## config.mk

```make
export PLATFORM = sky130hd
export DESIGN_NAME = sdr_req_arbiter
export DESIGN_NICKNAME = d
export VERILOG_FILES = /design/src/rtl/sdr_req_arbiter.sv
export SDC_FILE = /design/constraint.sdc
export NUM_CORES = 1
export LEC_CHECK = 0
export CORE_MARGIN = 2
export CORE_UTILIZATION = 46
export CTS_CLUSTER_DIAMETER = 80
export DETAILED_ROUTE_END_ITERATION = 7
export HOLD_SLACK_MARGIN = 0.05
export MAX_ROUTING_LAYER = met4
export PLACE_DENSITY = 0.89
export SLEW_MARGIN = 40
export SYNTH_ARGS = -nofsm -noshare
export SYNTH_HDL_FRONTEND = slang
export SYNTH_SLANG_ARGS = --single-unit
```

## constraint.sdc

```tcl
create_clock -name pclk -period 5.9 [get_ports pclk]
set_input_delay 0.59 -clock pclk [delete_from_list [all_inputs] [get_ports pclk]]
set_output_delay 0.59 -clock pclk [all_outputs]
set_load 0.05 [all_outputs]
```

## src/rtl/sdr_req_arbiter.sv

```systemverilog
// Two-port SDRAM request arbiter with refresh scheduling.
// Picks refresh or a host request and hands one command at a time to the command FSM.
module sdr_req_arbiter #(
  parameter int unsigned ADDR_W       = 20,
  parameter int unsigned REF_INTERVAL = 390,
  parameter int unsigned REF_URGENT   = 4,
  parameter int unsigned REF_MAX      = 8
) (
  input  logic              pclk,
  input  logic              presetn,
  input  logic              init_done,
  input  logic              req0_valid,
  input  logic              req0_write,
  input  logic [ADDR_W-1:0] req0_addr,
  input  logic              req1_valid,
  input  logic              req1_write,
  input  logic [ADDR_W-1:0] req1_addr,
  output logic              req0_ready,
  output logic              req1_ready,
  output logic              cmd_valid,
  output logic [1:0]        cmd_op,
  output logic [ADDR_W-1:0] cmd_addr,
  output logic              cmd_src,
  input  logic              cmd_ready,
  input  logic              cmd_done,
  output logic [3:0]        ref_debt,
  output logic              ref_overflow
);

  localparam int unsigned TMR_W  = (REF_INTERVAL > 1) ? $clog2(REF_INTERVAL) : 1;
  localparam int unsigned DEBT_W = 4;

  localparam logic [1:0] ST_IDLE      = 2'd0;
  localparam logic [1:0] ST_ISSUE     = 2'd1;
  localparam logic [1:0] ST_WAIT_DONE = 2'd2;

  localparam logic [1:0] OP_READA  = 2'b00;
  localparam logic [1:0] OP_WRITEA = 2'b01;
  localparam logic [1:0] OP_REF    = 2'b10;

  logic [1:0]        state, state_d;
  logic [TMR_W-1:0]  ref_timer;
  logic              rr_last, rr_last_d;
  logic              cmd_valid_d;
  logic [1:0]        cmd_op_d;
  logic [ADDR_W-1:0] cmd_addr_d;
  logic              cmd_src_d;
  logic              req0_ready_d, req1_ready_d;
  logic              ref_tick, ref_accept, host_pick, any_host;

  assign ref_tick   = init_done && (ref_timer == TMR_W'(REF_INTERVAL - 1));
  assign ref_accept = cmd_valid && cmd_ready && (cmd_op == OP_REF);
  assign any_host   = req0_valid || req1_valid;
  // With both ports requesting, the one not granted last wins
  assign host_pick  = (req0_valid && req1_valid) ? ~rr_last : req1_valid;

  // Refresh interval timer and outstanding refresh debt
  always_ff @(posedge pclk) begin
    if (!presetn) begin
      ref_timer    <= '0;
      ref_debt     <= '0;
      ref_overflow <= 1'b0;
    end else if (!init_done) begin
      ref_timer <= '0;
      ref_debt  <= '0;
    end else begin
      ref_timer <= ref_tick ? '0 : ref_timer + TMR_W'(1);
      if (ref_tick && !ref_accept) begin
        if (ref_debt == DEBT_W'(REF_MAX)) ref_overflow <= 1'b1;
        else                              ref_debt     <= ref_debt + DEBT_W'(1);
      end else if (ref_accept && !ref_tick && (ref_debt != '0)) begin
        ref_debt <= ref_debt - DEBT_W'(1);
      end
    end
  end

  // Next-state and next-output decode
  always_comb begin
    state_d      = state;
    cmd_valid_d  = cmd_valid;
    cmd_op_d     = cmd_op;
    cmd_addr_d   = cmd_addr;
    cmd_src_d    = cmd_src;
    req0_ready_d = 1'b0;
    req1_ready_d = 1'b0;
    rr_last_d    = rr_last;
    case (state)
      ST_IDLE: begin
        if (init_done) begin
          if ((ref_debt >= DEBT_W'(REF_URGENT)) || (!any_host && (ref_debt != '0))) begin
            state_d     = ST_ISSUE;
            cmd_valid_d = 1'b1;
            cmd_op_d    = OP_REF;
            cmd_addr_d  = '1;
            cmd_src_d   = 1'b0;
          end else if (any_host) begin
            state_d      = ST_ISSUE;
            cmd_valid_d  = 1'b1;
            cmd_op_d     = (host_pick ? req1_write : req0_write) ? OP_WRITEA : OP_READA;
            cmd_addr_d   = host_pick ? req1_addr : req0_addr;
            cmd_src_d    = host_pick;
            req0_ready_d = ~host_pick;
            req1_ready_d = host_pick;
            rr_last_d    = host_pick;
          end
        end
      end
      ST_ISSUE: begin
        if (cmd_ready) begin
          state_d     = ST_WAIT_DONE;
          cmd_valid_d = 1'b0;
        end
      end
      ST_WAIT_DONE: begin
        if (cmd_done) state_d = ST_IDLE;
      end
      default: begin
        state_d     = ST_IDLE;
        cmd_valid_d = 1'b0;
      end
    endcase
  end

  // State and registered outputs
  always_ff @(posedge pclk) begin
    if (!presetn) begin
      state      <= ST_IDLE;
      cmd_valid  <= 1'b0;
      cmd_op     <= OP_READA;
      cmd_addr   <= '0;
      cmd_src    <= 1'b0;
      req0_ready <= 1'b0;
      req1_ready <= 1'b0;
      rr_last    <= 1'b1;
    end else begin
      state      <= state_d;
      cmd_valid  <= cmd_valid_d;
      cmd_op     <= cmd_op_d;
      cmd_addr   <= cmd_addr_d;
      cmd_src    <= cmd_src_d;
      req0_ready <= req0_ready_d;
      req1_ready <= req1_ready_d;
      rr_last    <= rr_last_d;
    end
  end

endmodule

```

# Yosys cells after proc, flatten, opt, wreduce, memory -nomap -nowiden
# Cells that the tools add are included.
[totals]
register_bits = 43
latch_bits = 0
ramBits = 0
romBits = 0
in_bits = 49
output_inout_bits = 31
wordCells = 83
mem_count = 0
[op_classes]
n_addsub = 3
multipliers = 0
div_mod_pow = 0
magnitude_cmp = 1
eq_ne = 10
shifts = 0
n_mux = 24
bitwise_logic = 8
reduce_logical = 26
[ops]
columns = ["op", "count"]
rows = [
  ["20-bit 2-to-1 mux", 3],
  ["2-bit 2-to-1 mux", 7],
  ["4-bit 2-to-1 mux", 3],
  ["4-bit AND reduction", 3],
  ["9-bit by 1-bit adder with 9-bit output (second input constant)", 1],
  ["9-bit == test (second input constant)", 1],
  ["1-bit 2-to-1 mux", 9],
  ["1-bit logical AND", 8],
  ["2-bit != test (second input constant)", 4],
  ["1-bit NOT", 8],
  ["2-bit case mux with 3 select lines", 1],
  ["3-bit AND reduction", 2],
  ["5-bit OR reduction", 1],
  ["4-bit by 1-bit adder with 4-bit output (second input constant)", 1],
  ["2-bit == test (second input constant)", 2],
  ["4-bit == test (second input constant)", 1],
  ["4-bit by 3-bit >= comparator with 1-bit output (second input constant)", 1],
  ["2-bit AND reduction", 2],
  ["2-bit nonzero test", 2],
  ["4-bit nonzero test", 1],
  ["4-bit by 1-bit subtractor with 4-bit output (second input constant)", 1],
  ["1-bit zero test", 3],
  ["3-bit != test (second input constant)", 1],
  ["1-bit case mux with 3 select lines", 1],
  ["4 further kinds", 5],
]

# Depth between registers and ports, before layout
[logic_depth]
word_depth = 7
mapped_depth = 11
mapped_depth_nobuf = 11

# Worst setup path after synthesis
# OpenSTA, ideal clock, no wires.
[synth_timing]
path_type = "flip-flop to flip-flop"
from = "register cmd_op[0]"
to = "register ref_debt[3]"
setup_time_ns = 0.070
t_arrival_ns = 2.456
t_required_ns = 5.830
slack_ns = 3.374
path_stages_with_launch = 10
n_path_buf = 0
period_less_slack_ns = 2.526
cell_sequence = "dfxtp_1 and4b_1 nor4_4 inv_1 ha_1 a21o_1 a21oi_1 xnor2_1 or3_1 a21oi_1"
[synth_via]
elab_chain_len = 6
elab_cells_between_ends = 10
cone_classes = "eq/ne: 2; mux: 1; reduce/logical: 7"
[synth_rtl]
columns = ["element", "line", "rtl"]
rows = [
  ["start: declaration", "21", "output logic [1:0] cmd_op,"],
  ["start signal: assignment", "138", "cmd_op <= cmd_op_d;"],
  ["2-bit == test (*)", "52", "assign ref_accept = cmd_valid && cmd_ready && (cmd_op == OP_REF);"],
  ["1-bit logical AND (*)", "52", ""],
  ["1-bit zero test or 1-bit logical AND (tied branches)", "68, 71", ""],
  ["1-bit logical AND, on equally long branches", "68, 71", ""],
  ["2-bit != test (no source line) or 2-bit nonzero test (tied branches)", "-", ""],
  ["2-bit AND reduction (no source line)", "-", ""],
  ["end signal: assignment", "70", "else ref_debt <= ref_debt + DEBT_W'(1);"],
  ["end signal: assignment", "72", "ref_debt <= ref_debt - DEBT_W'(1);"],
  ["end: declaration", "26", "output logic [3:0] ref_debt,"],
]
# Every way passes the cells marked *; elsewhere a longest branch is shown, timed or not.
# A chain may end at the register's enable or synchronous reset.

# Worst setup path after layout
[layout_timing]
from = "input cmd_ready"
to = "register ref_debt[3]"
[layout_via]
elab_chain_len = 6
elab_cells_between_ends = 10
cone_classes = "eq/ne: 1; mux: 1; reduce/logical: 8"
[layout_rtl]
columns = ["element", "line", "rtl"]
rows = [
  ["start: declaration", "24", "input logic cmd_ready,"],
  ["1-bit logical AND (*) (2 in series)", "52", ""],
  ["1-bit zero test or 1-bit logical AND (tied branches)", "68, 71", ""],
  ["1-bit logical AND, on equally long branches", "68, 71", ""],
  ["2-bit != test (no source line) or 2-bit nonzero test (tied branches)", "-", ""],
  ["2-bit AND reduction (no source line)", "-", ""],
]
# Marks and branches as above.

==> impl_summary.txt <==
----------------------------------------------------
[Status]
  Run status ... complete, no violations

[Finish]
  Area of combinational cells with multiple inputs ... 0.00109 mm2
  Final design area excluding fillers ... between 0.002 and 0.003 mm2
  Register area ... ~860 um2
  Final antenna diode count ... 0
  Fill cells ... roughly 330
  Area growth from synthesis to layout ... 46.2%
  Share of final-layout standard cells stronger than drive strength 1 ... 6.54%
  Total number of nets in the final design ... 359

[Critical path]
  Largest fanout on the critical path ... 4
  Startpoint-to-endpoint class of the critical path ... primary input to flop
  Required arrival time at the worst endpoint ... between 6000 and 7000 ps
  Worst path arrival time ... approximately 3000 ps
  CP endpoint kind ... flop
  Critical path startpoint category ... primary input
  Setup slack on the worst flop-to-flop path ... about 3400 ps
  Reg2Reg Depth ... 10

[Synthesis]
  Cell with the most instances after synthesis ... nand2_1
  Area share of the leading cell type in the synthesized netlist ... about 43%
  Ranking of synthesized cells by instance count ... nand2_1, dfxtp_1, nand3_1
  Warnings from Yosys ... 0
  Predominant post-synthesis flop cell ... dfxtp_1
  Synthesized netlist cell count ... 228
  Avg Synthesized Cell Area ... about 8.7 um2
  Synth Cell Area ... 0.00199 mm2
  Number of register bits inferred by synthesis ... 43
  Total nets after synthesis ... 282
  Post-synthesis cell type count ... 38
  Share of synthesized area occupied by flip-flops and latches ... a little over two fifths
  Post-synthesis cell type with the largest combined area ... dfxtp_1
  Leading cell types by total area after synthesis ... dfxtp_1, o211a_1, nand2_1
  Number of synthesized flops with an enable pin ... 0
  Proportion of synthesized flip-flops having asynchronous set or reset ... 0%

[GRT]
  Wire length of the first global-routing pass ... 8310 um
  Number of global-route vias before repair ... 1865
  Number of antenna violations at the first check in global routing ... 0
  Largest net degree at the start of global routing ... 32
  GR Util All Layers ... a little over a fifth
  Congestion Overflow GR ... 0

[STA]
  Unrepaired setup endpoints after global routing ... false
  Fin. Hold Viols ... 0
  Number of pins exceeding their max-slew limit in the final report ... 0
  Fin worst setup slack ... about 3100 ps
  Final TNS setup ... 0 ps
  Worst hold margin ... just under 500 ps
  Tmin final ... ~2800 ps
  FMAX ... 362 MHz
  Worst-margin pin slew ... about 760 ps
  Setup violators final ... 0
  Share of the clock period used by the worst path after layout ... between 40 and 50%
  Slew margin rel. ... between 40% and 50%
  Worst setup skew after layout ... between 8 and 9 ps

[Routing]
  Met2 routed WL ... 2520 um
  Sum of met3 wire segment lengths after detailed routing ... between 400 and 500 um
  Initial DRC count ... 39
  Routed length on met1 ... 1980 um
  Remaining DRCs ... 0
  Number of nets with antenna violations after routing ... 0
  Final wirelength ... just under 5000 um
  Length of the first detailed-routing pass in iterations ... 6
  Vias per Instance ... roughly 5.3
  Routed via count ... approximately 1900
  Mean routed wirelength per cell ... about 14 um
  Uppermost layer routed ... met4

[CTS]
  Maximum buffer depth of the clock tree ... 2
  Library cell used as clock root buffer ... clkbuf_8
  Post_cts resized ... 0
  TritonCTS clock tree ... yes
  Later-pin clock latency in the skew report ... approximately 300 ps
  Post-CTS clock slew at the launch and capture registers of the worst setup and hold paths ... about 90 ps
  Setup bufs post-CTS ... 0
  Sinks on the clock net ... 43
  CTS Hold Bufs ... 0
  Number of buffers created by CTS ... 5
  Number of H-tree levels ... 2

[Place]
  Half-perimeter wire length of the detailed placement result ... between 3000 and 4000 um
  Dpl ws ... around 2800 ps
  Input/output buffers ... between 70 and 80
  Weighted congestion at the end of routability-driven global placement ... about 0.76
  Area after DPL ... around 0.0028 mm2

[Die]
  Initial Util ... between 40% and 50%
  Number of placed I/O pins ... 80
  Core Footprint ... roughly 0.0041 mm2
  Horizontal die dimension ... between 60 and 70 um
  Area of the die ... ~0.0049 mm2
  Total number of placement rows ... 23
  Vertical die dimension ... ~70 um

[Pwr]
  Total leakage power ... 1.29 nW
  Part of the power in combinational logic ... a little over a quarter
  Relative contribution of the clock network to total power ... 27.3%
  Switching share of power ... a little under a third
  Highest ir drop seen on vdd ... roughly 0.16 mV
  Part of the power in registers ... 46.5%
  Total power consumption of the routed design ... slightly below 0.7 mW
  NetSw ... around 0.22 mW
  Internal power component ... 0.467 mW
  Areal power density over the cells ... ~230 mW/mm2

[Run]
  Max cap viols ... 0

[Min path]
  Hold crit path type ... flop to flop
  Hold path cells ... 2

----------------------------------------------------
==> flip-flops by register name, indices dropped and copies added, names as in the netlist <==
name	count
ref_timer	9
req1_ready	1
cmd_op	2
rr_last	1
ref_overflow	1
cmd_src	1
req0_ready	1
state	2
cmd_valid	1
cmd_addr	20
ref_debt	4
==> cell type report <==
cell class,instances,area share [%]
sequential,43,29.5
inverter,3,0.386
multi-input combinational,171,37.3
clock buffer,5,2.36
clock inverter,3,0.686
timing repair buffer,81,27.6
tap,50,2.15
==> cells by family (layout without fill, tap and decap cells) <==
kind of cell | Yosys count | after routing | share of synthesized area [%]
and+or+nand+nor | 118 | 118 | 29.6
DFF | 43 | 43 | 43.2
AOI/OAI and AO/OA | 34 | 34 | 13.8
buffers and inverters | 14 | 92 | 2.82
xor gates and xnor gates | 10 | 10 | 4.39
adders and majority gates | 5 | 5 | 3.51
muxes | 4 | 4 | 2.70
==> final timing paths <==
| check | start | endpoint |
|---|---|---|
| worst max-delay path | cmd_ready | ref_debt[3] |
| worst min-delay path | rr_last | rr_last |
| worst max register to register | ref_timer[0] | ref_debt[3] |
| worst min register to register | rr_last | rr_last |
==> power groups by stage <==
stage | registers [mW] | clock network [mW] | logic, mW
6_report | 0.318 | 0.187 | 0.179
5_1_grt | 0.321 | 0.205 | 0.190
4_1_cts | 0.318 | 0.192 | 0.181
3_5_place_dp | 0.325 | 0 | 0.180
3_3_place_gp | 0.324 | 0 | 0.176
2_1_floorplan | 0.378 | 0 | 0.0499
==> layer usage <==
| metal | vias to the layer above | track usage (%) |
|---|---|---|
| met5 | - | - |
| met4 | 0 | 6.84 |
| met3 | 5 | 8.72 |
| met2 | 66 | 36.0 |
| met1 | 889 | 23.8 |
| li1 | 943 | - |
==> through the flow <==
step,instances,utilization (%)
finish,356,71.4
floorplan,228,-
detailed placement,348,69.2
CTS,356,71.4
global route,356,71.4
global placement,346,68.7
==> critical path: stages <==
cell and delay (ps):
clkdlybuf4s50_1 460, and4b_1 260, nor4_4 370, inv_1 150, ha_1 290, a21o_1 170
a21oi_1 170, xnor2_1 90, or3_1 310, a21oi_1 140
==> cells in the final DEF (no fill, tap or decap), types with 2 or more instances in the layout <==
master	instances
dfxtp_1	43
o21ai_0	4
ha_1	4
nand3_1	25
mux2i_1	2
xnor2_1	2
nand2_1	49
o211a_1	19
nand4_1	3
nor2b_1	5
and2_1	3
a21oi_1	5
nor2_1	17
xor2_1	8
nand2b_1	3
clkbuf_8	5
a31oi_1	2
inv_1	3
clkinvlp_4	2
nor4_4	2
clkdlybuf4s50_1	78
Power figures use the tool's default switching activity.
